`src/rtl/gate_seq_pkg.sv`:
```
// Shared definitions for the gate equivalence sequencer.
package gate_seq_pkg;

  typedef enum logic [1:0] {
    ST_IDLE = 2'd0,
    ST_RUN  = 2'd1,
    ST_DONE = 2'd2
  } seq_state_t;

endpackage

```
`src/rtl/gate_equiv_sequencer_vec_counter.sv`:
```
// Stimulus vector counter: clears to 0, counts up, holds at all-ones.
module vec_counter #(
  parameter int unsigned N_IN = 2
) (
  input  logic            clk,
  input  logic            clear,
  input  logic            enable,
  output logic [N_IN-1:0] vec,
  output logic            last
);

  // Flags the final vector of the sweep.
  always_comb begin
    last = &vec;
  end

  // Clear has priority; counting stops at all-ones instead of wrapping.
  always_ff @(posedge clk) begin
    if (clear) begin
      vec <= '0;
    end else if (enable && !last) begin
      vec <= vec + N_IN'(1);
    end
  end

endmodule

```
`src/rtl/gate_equiv_sequencer.sv`:
```
// Exhaustive sweep controller comparing two 1-bit gate implementations.
module gate_equiv_sequencer
  import gate_seq_pkg::*;
#(
  parameter int unsigned N_IN = 2
) (
  input  logic            clk,
  input  logic            reset,
  input  logic            start,
  output logic [N_IN-1:0] vec,
  input  logic            res_a,
  input  logic            res_b,
  output logic            busy,
  output logic            done,
  output logic            pass,
  output logic [N_IN:0]   mismatch_count,
  output logic            first_fail_valid,
  output logic [N_IN-1:0] first_fail_vec
);

  seq_state_t    state;
  logic          start_accept;
  logic          cnt_clear;
  logic          cnt_enable;
  logic          last;
  logic          mis;
  logic [N_IN:0] count_next;

  // Sweep bookkeeping: start acceptance, counter control, running mismatch total.
  always_comb begin
    start_accept = start && ((state == ST_IDLE) || (state == ST_DONE));
    cnt_clear    = reset || start_accept;
    cnt_enable   = (state == ST_RUN);
    mis          = res_a ^ res_b;
    count_next   = mismatch_count + {{N_IN{1'b0}}, mis};
  end

  vec_counter #(
    .N_IN(N_IN)
  ) u_vec_counter (
    .clk    (clk),
    .clear  (cnt_clear),
    .enable (cnt_enable),
    .vec    (vec),
    .last   (last)
  );

  // Sequencer FSM with registered status outputs and result accumulation.
  always_ff @(posedge clk) begin
    if (reset) begin
      state            <= ST_IDLE;
      busy             <= 1'b0;
      done             <= 1'b0;
      pass             <= 1'b0;
      mismatch_count   <= '0;
      first_fail_valid <= 1'b0;
      first_fail_vec   <= '0;
    end else begin
      case (state)
        ST_IDLE, ST_DONE: begin
          done <= 1'b0;
          if (start) begin
            state            <= ST_RUN;
            busy             <= 1'b1;
            pass             <= 1'b0;
            mismatch_count   <= '0;
            first_fail_valid <= 1'b0;
            first_fail_vec   <= '0;
          end else begin
            state <= ST_IDLE;
          end
        end
        ST_RUN: begin
          mismatch_count <= count_next;
          if (mis && !first_fail_valid) begin
            first_fail_valid <= 1'b1;
            first_fail_vec   <= vec;
          end
          if (last) begin
            state <= ST_DONE;
            busy  <= 1'b0;
            done  <= 1'b1;
            pass  <= (count_next == '0);
          end
        end
        default: begin
          state <= ST_IDLE;
          busy  <= 1'b0;
          done  <= 1'b0;
        end
      endcase
    end
  end

endmodule
```
`config.mk`:
```
export PLATFORM = sky130hd
export DESIGN_NAME = gate_equiv_sequencer
export DESIGN_NICKNAME = d
export VERILOG_FILES = /design/src/rtl/gate_seq_pkg.sv /design/src/rtl/gate_equiv_sequencer_vec_counter.sv /design/src/rtl/gate_equiv_sequencer.sv
export SDC_FILE = /design/constraint.sdc
export NUM_CORES = 1
export LEC_CHECK = 0
export ABC_AREA = 1
export BUFFER_PORTS_ARGS = -buffer_cell sky130_fd_sc_hd__buf_2
export CAP_MARGIN = 10
export CORE_AREA = 2 2 39 41
export DETAILED_ROUTE_END_ITERATION = 6
export DIE_AREA = 0 0 41 43
export PLACE_DENSITY = 0.74
export SYNTH_ARGS = -nofsm -noshare
export SYNTH_HDL_FRONTEND = slang
export SYNTH_HIERARCHICAL = 1
export SYNTH_SLANG_ARGS = --single-unit
export TNS_END_PERCENT = 50
```
`constraint.sdc`:
```
create_clock -name clk -period 2.3 [get_ports clk]
set_input_delay 0.115 -clock clk [delete_from_list [all_inputs] [get_ports clk]]
set_output_delay 0.115 -clock clk [all_outputs]
set_load 0.02 [all_outputs]
```
[Word-level counts from Yosys, hierarchy flattened]
Cells that the tools add are included.
Cells by class
  add/sub/neg operators: 2
  eq/ne operators: 5
  mux-type cells: 16
  bitwise gates (word level): 2
  reductions and logical operators: 17
Operators by type and width (count)
  one-hot mux 2 bit (2 select lines): 2
  2-to-1 mux 1 bit: 6
  2-to-1 mux 2 bit: 3
  inequality test 2 bit, second input constant: 3
  one-hot mux 1 bit (2 select lines): 3
  one-hot mux 3 bit (2 select lines): 1
  AND reduction 2 bit: 3
  AND reduction 3 bit: 2
  OR reduction 2 bit: 2
  adder 3 x 1 -> 3 bit: 1
  logical AND 1 bit: 3
  zero test 3 bit: 1
  2-to-1 mux 3 bit: 1
  adder 2 x 1 -> 2 bit, second input constant: 1
  equality test 2 x 1 -> 1 bit, second input constant: 1
  equality test 2 bit, second input constant: 1
  zero test 1 bit: 2
  zero test 2 bit: 1
  logical OR 1 bit: 2
  nonzero test 2 bit: 1
  NOT 1 bit: 1
  bitwise XOR 1 bit: 1
Word-level totals
  bits in registers: 13
  output and inout port bits: 11

[Longest topological paths before layout]
Gate-level depths: netlist of run 1.
  depth after elaboration: 5
  depth in mapped cells: 10
  mapped depth without buffers: 10

[By module]
Netlist of run 1, hierarchy kept.
Modules (own cells, without submodules)
  gate_equiv_sequencer: instances 1, cells each 67, area an instance 509.2 um^2, sequential area each 220.2 um^2
  vec_counter: instances 1, cells each 16, area an instance 106.4 um^2, sequential area each 40.0 um^2

[Worst setup path before layout of run 1]
OpenSTA, ideal clock, no wires.
  path kind: register to register
  start: reg mismatch_count[0]
  end: reg pass
  arrival: 1210 ps
  data required time: 2236 ps
  setup slack: 1026 ps
  stages on the path, launching flop included: 10
  buffers on the path: 0
  period minus slack after synthesis: 1274 ps
  cells stage by stage: dfxtp_1 ha_1 ha_1 inv_1 nand2_1 nor2_1 nand2_1 nand2_1 nand2_1 nor2_1
Between the ends
  cells in the longest elaborated chain, start to end: 4
Ends and longest elaborated chain
  start: declaration: RTL line gate_equiv_sequencer.sv:16  | output logic [N_IN:0] mismatch_count,
  start signal: assignment: RTL line gate_equiv_sequencer.sv:74  | mismatch_count <= count_next;
  adder 3 x 1 -> 3 bit: RTL line gate_equiv_sequencer.sv:35  | count_next = mismatch_count + {{N_IN{1'b0}}, mis};
  zero test 3 bit: RTL line gate_equiv_sequencer.sv:83  | pass <= (count_next == '0);
  2-to-1 mux 1 bit: RTL line gate_equiv_sequencer.sv:79  | if (last) begin
  one-hot mux 1 bit (2 select lines): RTL line gate_equiv_sequencer.sv:59  | case (state)
  end signal: assignment: RTL line gate_equiv_sequencer.sv:83
  end: declaration: RTL line gate_equiv_sequencer.sv:15  | output logic pass,
No other way between the ends. The select of a mux whose other input is x is not followed.
A chain may end at the register's enable or synchronous reset.

[Final worst setup path of run 1]
Same ends and word-level chain as after synthesis.

==> run summary, run 1 <==
Die Y: 43 µm
CTS tree: built
Area grow syn2layout: 19.7%
Synth top area share: 42.3%
Die W: 41 µm
Seq cells post-synth: 13
Net Count, Synth: 91
Post-Synth Adder-Cell Area: 6.10%
Mux contribution to synthesized area: 0%
Full die area: 1760 µm²
Row cnt: 14
Crit Path Class: reg -> reg
Met3 usage: 6.28%
GRT busiest layer: met2
Status: finished clean
Post-route ant nets: 0
Post-synthesis xor/xnor area fraction: 2.64%
Fin. Hold Viols: 0
Synth area leader: dfxtp_1
Clock transition at the registers of the reported paths: 0.08 ns
Worst-Margin Slew: 0.231 ns
Met2 Use GR: 26.6%
Initial drt markers: 11
CP Capture Type: flip-flop
Fill count: 150
Largest family of logic cells by synthesized area: simple AND/OR/NAND/NOR gates
Post-synthesis sequential area ratio: 42.3%
Sequence of cells on the critical path: ha_1, ha_1, inv_1, nand2_1, nor2_1, nand2_1, nand2_1, nand2_1, nor2_1
CTS H-tree depth: 1
Post_cts resized: 0
Headroom to the max-slew limit: 84.6%
Cell family with most CP delay: adder cells
Synth warn: 6
Drt wl/cell: 10.3 µm
Most used cell along the critical path: nand2_1
Initial Util: 44.5%
Final worst-path cycle share: 56.3%
Setup Buffers After CTS: 0
Routed vias: 562
Grt met1 use: 17.6%
Synthesized area: 616 µm²
Core Region: 1380 µm²
CTS Buf Count: 3
Initial antenna violation count: 0
CP Max Fanout: 3
Via/cell ratio: 4.76
Largest net degree at the start of global routing: 8
Compound-gate portion of the synthesized area: 6.10%
Static leakage: 0.379 nW
Worst skew pair latency: 0.27 ns
Total Wirelength: 1210 µm
Clock Sinks: 13
Clock buffer depth: 2
Number of buffers and inverters on the critical path: 1
Pwr Density: 632 nW/µm²
Total Neg Setup Slack: 0 ns
Number of remaining DRC errors: 0
Total GRT Usage: 17.4%
Hold Path Class: in -> reg
Layout Cells excl Fill: 118
Drt pass-1 iters: 4
Most common cell after layout, fill and taps aside: nand2_1
Fmax: 0.772 GHz
Placed instance count: 114
Final Critical Period: 1.29 ns
Syn Inst Count: 83
Clock Tree Root: clkbuf_4
Largest cells by area after synthesis: dfxtp_1 42%, nand2_1 13%, inv_1 7.3%, ha_1 6.1%, nor2_1 6.1%
Final GP Congestion: 0.738
VDD IR max: 0.000298 V
Skew final: 0.00349 ns
Layout cells sized above 1: 28.4%
First-pass GRT wire length: 1960 µm
Final setup viols: 0
Worst Path Required: 2.52 ns
Avg Cell Area, Syn: 7.42 µm²
Fin nets: 111
Slew Limit Fails: 0
Ant. Diodes: 0
Largest stage delay, worst path: 0.33 ns
Max_cap viols: 0
HPWL after DPL: 974 µm
CP startpoint kind: flip-flop
IO Port Bufs: 15
Unrepaired setup endpoints after global routing: false
Commonest non-fill, non-tap cells in the layout: 21 x nand2_1, 15 x buf_2, 13 x dfxtp_1
Io pins: 16
CP arrival: 1.51 ns
Slowest-stage cell, CP: dfxtp_1
Hold buffers post-CTS: 0
Unique masters post-synth: 17
Grt ovf: 0
Vias in the first global route: 498
Simple-gate share of the synthesized area: 34.3%
## logic make-up after synthesis
logic type,count (synthesis)
compound gates,6
fa+ha+maj,3
simple gates,46
buf+inv,14
flops,13
xor+xnor,1
## area by class of cell
cell class	count	area, µm²	share of cell area, %
clock buffer	4	26.3	3.57
inverter	14	52.6	7.13
multi-input combinational	56	303	41.1
sequential	13	260	35.3
tap	16	20.0	2.72
timing repair buffer	15	75.1	10.2
## where the power goes
part	leakage, nW	total (mW)	internal (mW)	switching (mW)
Sequential	0.106	0.243	0.235	0.00783
Combinational	0.258	0.0826	0.0281	0.0545
Clock	0.0150	0.140	0.0671	0.0732
Total	0.379	0.466	0.330	0.135
## state kept, by name, indices dropped and copies added, names as in the netlist
name               cells
mismatch_count         3
first_fail_vec         2
state                  2
u_vec_counter/vec      2
busy                   1
done                   1
first_fail_valid       1
pass                   1
## worst reg2reg max path: cells and delay by family (launching register included)
kind | cells | cell delay [ns]
fa+ha+maj | 2 | 0.48
simple gates | 6 | 0.38
flops | 1 | 0.33
buf+inv | 1 | 0.07
## worst paths after layout
path | startpoint | endpoint | slack, ns | cells after the start
setup / recovery | mismatch_count[0] | pass | 1.01 | 9
hold / removal | reset | busy | 0.08 | 2
setup reg to reg | mismatch_count[0] | pass | 1.01 | 9
hold reg to reg | busy | busy | 0.47 | 2
## through the flow
step                      area [µm²]  utilization [%]  hold slack, ns  setup slack (ns)  total power, mW
final                            737             53.3          0.0808              1.01            0.466
after global routing             737             53.3          0.0718             0.855            0.501
after CTS                        737             53.3          0.0716             0.993            0.475
after detailed placement         711             51.4           0.370             0.881            0.331
after global placement           711             51.4           0.364             0.950            0.328
after floorplan                  616                -           0.177              1.03            0.306
## synthesized netlist by cell type, drive strengths merged
library cell  instances
nand2                24
inv                  14
dfxtp                13
nor2                 13
nand3                 7
a21oi                 3
ha                    3
o21ai                 3
nand4                 2
xor2                  1
## metal layers
metal | up-vias | wire length (µm)
met3 | 6 | 47
met4 | 0 | 46
li1 | 296 | -
met1 | 247 | 516
met2 | 13 | 603
met5 | - | 0
(Power assumes the default switching activity.)
==> run 2, diff against run 1 <==
CORE_AREA = not set   (was 2 2 39 41)
CORE_UTILIZATION = 44   (was not set)
DIE_AREA = not set   (was 0 0 41 43)
clock period = 1.19 ns   (was 2.3 ns; I/O delays follow)
==> run 2 against run 1 <==
Effect of this change: worst setup slack worse by 0.98 ns; global-route usage up 0.35 points; die area down 12%; via count up 0.71%; clock power up 97%; non-clock buffer count up 3; total power up 98%; count of clock-buffer cells in the layout unchanged.
==> run summary, run 2 (synthesis results as in run 1) <==
Total Wirelength: 1170 µm
Grt ovf: 0
Vias in the first global route: 468
Io pins: 16
Fin Hold WS: 0.0233 ns
Final setup viols: 0
Worst Path Required: 1.41 ns
CP Max Fanout: 2
Layout cells sized above 1: 34.3%
Slew Limit Fails: 0
CTS Buf Count: 3
Reg with most FFs: mismatch_count
Crit Path Class: reg -> reg
Area grow syn2layout: 27.8%
Drt wl/cell: 9.74 µm
Final worst-path cycle share: 97.6%
Post-route ant nets: 0
CTS H-tree depth: 1
Most common cell after layout, fill and taps aside: nand2_1
Clock buffer depth: 2
Fmax: 0.861 GHz
CP Capture Type: flip-flop
Largest net degree at the start of global routing: 8
Worst-Margin Slew: 0.196 ns
Die W: 39.4 µm
Ant. Diodes: 0
Total Neg Setup Slack: 0 ns
Sequential Area: 264 µm²
Fin area: 787 µm²
Fill count: 126
Status: finished clean
Clock Sinks: 13
Clock transition at the registers of the reported paths: 0.08 ns
Layout Cells excl Fill: 120
Worst skew pair latency: 0.27 ns
Pre-CTS setup slack: -0.0433 ns
CP arrival: 1.38 ns
Total GRT Usage: 17.7%
Unrepaired setup endpoints after global routing: true
CP startpoint kind: flip-flop
Hold Path Class: in -> reg
First-pass GRT wire length: 1800 µm
Skew final: 0.00106 ns
Pwr Density: 1170 nW/µm²
HPWL after DPL: 904 µm
VDD IR max: 0.000640 V
Fin. Hold Viols: 0
Initial antenna violation count: 0
Commonest non-fill, non-tap cells in the layout: 21 x nand2_1, 15 x buf_2, 12 x dfxtp_1
Hold buffers post-CTS: 0
Placed cell area: 753 µm²
Initial drt markers: 22
Initial Util: 47.3%
Clock Tree Root: clkbuf_4
Full die area: 1550 µm²
Reg2reg setup slack: 0.03 ns
Number of remaining DRC errors: 0
Fin nets: 114
IO Port Bufs: 15
Static leakage: 0.391 nW
Drt pass-1 iters: 5
Row cnt: 13
Die Y: 39.4 µm
Core Region: 1300 µm²
CTS tree: built
Max reg flops: 3
Placed instance count: 115
Via/cell ratio: 4.72
Routed vias: 566
Final GP Congestion: 0.758
Headroom to the max-slew limit: 86.9%
Final Critical Period: 1.16 ns
Multi-input gate area: 328 µm²
Final WS setup: 0.0282 ns
Max_cap viols: 0
run 2: changes by cell type in the layout (fill, tap and decap cells not counted), sizes merged:
cell / delta
buf: +3
run 2: where the power goes:
group	total, mW	internal [mW]	switching, mW
Sequential	0.468	0.454	0.0142
Clock	0.276	0.130	0.146
Combinational	0.178	0.0674	0.111
Total	0.921	0.651	0.270
run 2: final timing paths:
| kind | endpoint | cells past startpoint | startpoint |
|---|---|---|---|
| max | pass | 9 | mismatch_count[0] |
| min reg2reg | first_fail_vec[0] | 2 | first_fail_vec[0] |
| max reg2reg | pass | 9 | mismatch_count[0] |
| min | busy | 2 | reset |
run 2: metal layers:
metal	share of wire (%)	vias up	GRT usage, %
met4	1.8	0	10.3
met1	47	248	20.6
met3	4.0	4	5.11
li1	-	301	-
met5	0	-	0
met2	47	13	28.3
run 2: final cells by class:
type,instances,share of cell area [%]
Sequential cell,13,33.5
Clock buffer,4,3.34
Tap cell,15,2.38
Multi-Input combinational cell,56,41.7
Inverter,14,6.68
Timing Repair Buffer,18,12.4
run 2: through the flow:
| stage | utilization (%) | total power, mW |
|---|---|---|
| final | 60.5 | 0.921 |
| after floorplan | - | 0.597 |
| after global placement | 57.9 | 0.650 |
| after global routing | 60.5 | 0.974 |
| after CTS | 60.5 | 0.924 |
| after detailed placement | 57.9 | 0.653 |
run 2: worst max-delay path, stage by stage (launching register included):
cell and delay, ns:
dfxtp_4 0.36, ha_4 0.16, ha_4 0.20, inv_2 0.04
nand2_1 0.04, nor2_1 0.09, nand2_1 0.06, nand2_1 0.05
nand2_1 0.04, nor2_1 0.07
run 2: timing repair:
action                     4_1_cts  5_1_grt
pin swaps                        2        1
setup endpoints to repair        1        1
buffers inserted                 1        0
gates resized for setup          0        1
==> run 3, diff against run 2 <==
==> constraint.sdc (replaced) <==
create_clock -name clk -period 1.19 [get_ports clk]
set_input_delay 0 -clock clk [delete_from_list [all_inputs] [get_ports clk]]
set_output_delay 0 -clock clk [all_outputs]
set_load 0.02 [all_outputs]
==> run 3 against run 2 <==
Effect of this change: combinational power grew 3%; clock skew rose by 0.0016 ns; worst hold slack better by 0.0052 ns; non-clock buffer count increased by 2; critical path type unchanged; first-iteration DRC count shrank 50%.
==> run summary, run 3 (synthesis results as in run 1) <==
Total power: 0.912 mW
Worst Path Required: 1.40 ns
Via/cell ratio: 4.60
CP Capture Type: flip-flop
Clock Tree Root: clkbuf_4
Area grow syn2layout: 31.1%
Skew final: 0.00268 ns
Slew Limit Fails: 0
Io pins: 16
First-pass GRT wire length: 1950 µm
Number of remaining DRC errors: 0
Layout cells sized above 1: 35.5%
Clock Sinks: 13
Drt wl/cell: 9.43 µm
Row cnt: 13
Unrepaired setup endpoints after global routing: true
Fin. Hold Viols: 0
Ant. Diodes: 0
Max_cap viols: 0
Worst skew pair latency: 0.26 ns
Final Critical Period: 1.15 ns
Drt pass-1 iters: 4
Reg with most FFs: mismatch_count
Final GP Congestion: 0.782
Placed cell area: 753 µm²
VDD IR max: 0.000573 V
CTS Buf Count: 3
Fmax: 0.866 GHz
Grt met1 use: 25.3%
Grt ovf: 0
Final setup viols: 0
Pwr Density: 1130 nW/µm²
Headroom to the max-slew limit: 87.1%
Clock buffer depth: 2
Static leakage: 0.397 nW
Core Region: 1300 µm²
Most common cell after layout, fill and taps aside: nand2_1
Fin area: 807 µm²
GRT busiest layer: met2
CP startpoint kind: flip-flop
Fin Hold WS: 0.0285 ns
Hold Path Class: in -> reg
CTS tree: built
Worst-Margin Slew: 0.193 ns
Max reg flops: 3
Post-route ant nets: 0
Met3 usage: 5.11%
Largest net degree at the start of global routing: 8
Routed vias: 561
Commonest non-fill, non-tap cells in the layout: 21 x nand2_1, 15 x buf_2, 12 x dfxtp_1
HPWL after DPL: 926 µm
CP Max Fanout: 2
Initial drt markers: 11
Total GRT Usage: 18.8%
Total Neg Setup Slack: 0 ns
Status: finished clean
Crit Path Class: reg -> reg
Full die area: 1550 µm²
Reg2reg setup slack: 0.04 ns
Clock transition at the registers of the reported paths: 0.08 ns
CP arrival: 1.36 ns
Fin nets: 116
Die Y: 39.4 µm
Final worst-path cycle share: 97.0%
CTS H-tree depth: 1
Vias in the first global route: 481
Die W: 39.4 µm
IO Port Bufs: 15
Initial antenna violation count: 0
Initial Util: 47.3%
Met2 Use GR: 27.9%
Total Wirelength: 1150 µm
[run 3: cell types whose count changed in the layout (fill, tap and decap cells not counted), sizes merged]
| cell | delta |
|---|---|
| buf | +1 |
| dlygate4sd3 | +1 |
[run 3: per-stage QoR]
step	std cells	setup WS, ns	util, %
final	122	0.0353	62.0
after global routing	122	-0.0700	62.0
after CTS	121	0.00188	61.3
after detailed placement	115	-0.00434	57.9
after global placement	115	0.0253	57.9
after floorplan	83	0.00601	-
[run 3: layer usage]
metal	part of all wire [%]	up-vias
li1	-	309
met4	1.0	0
met2	47	7
met3	2.5	2
met5	0	-
met1	49	243
[run 3: critical path: stages, from the launching register on]
cell and delay (ns):
dfxtp_4 0.35, ha_4 0.16, ha_4 0.20, inv_2 0.05
nand2_1 0.04, nor2_1 0.08, nand2_1 0.05, nand2_1 0.05
nand2_1 0.04, nor2_1 0.07
[run 3: final timing paths]
check	cells after the start	endpoint	startpoint
max reg2reg	9	pass	mismatch_count[0]
min	3	busy	start
max	9	pass	mismatch_count[0]
min reg2reg	2	first_fail_vec[1]	first_fail_vec[1]
[run 3: what timing repair did]
| action | CTS | global route |
|---|---|---|
| gates resized for setup | 1 | 1 |
| hold buffers | 1 | 0 |
| hold endpoints to repair | 3 | 0 |
| setup endpoints to repair | 1 | 2 |
| setup buffers | 1 | 1 |
| pin swaps | 0 | 3 |
| gates cloned | 0 | 0 |
[run 3: report_power, final]
part,total [mW],internal [mW],switching (mW),leakage [nW]
combinational,0.184,0.0722,0.112,0.275
sequential,0.468,0.454,0.0140,0.107
clock,0.260,0.130,0.131,0.0150
total,0.912,0.655,0.257,0.397
[run 3: layout make-up]
type / count / area (µm²)
clock buffer: 4 / 26.3
multi-input combinational: 56 / 330
sequential: 13 / 264
fill: 129 / 494
tap: 15 / 18.8
timing repair buffer: 20 / 115
inverter: 14 / 52.6
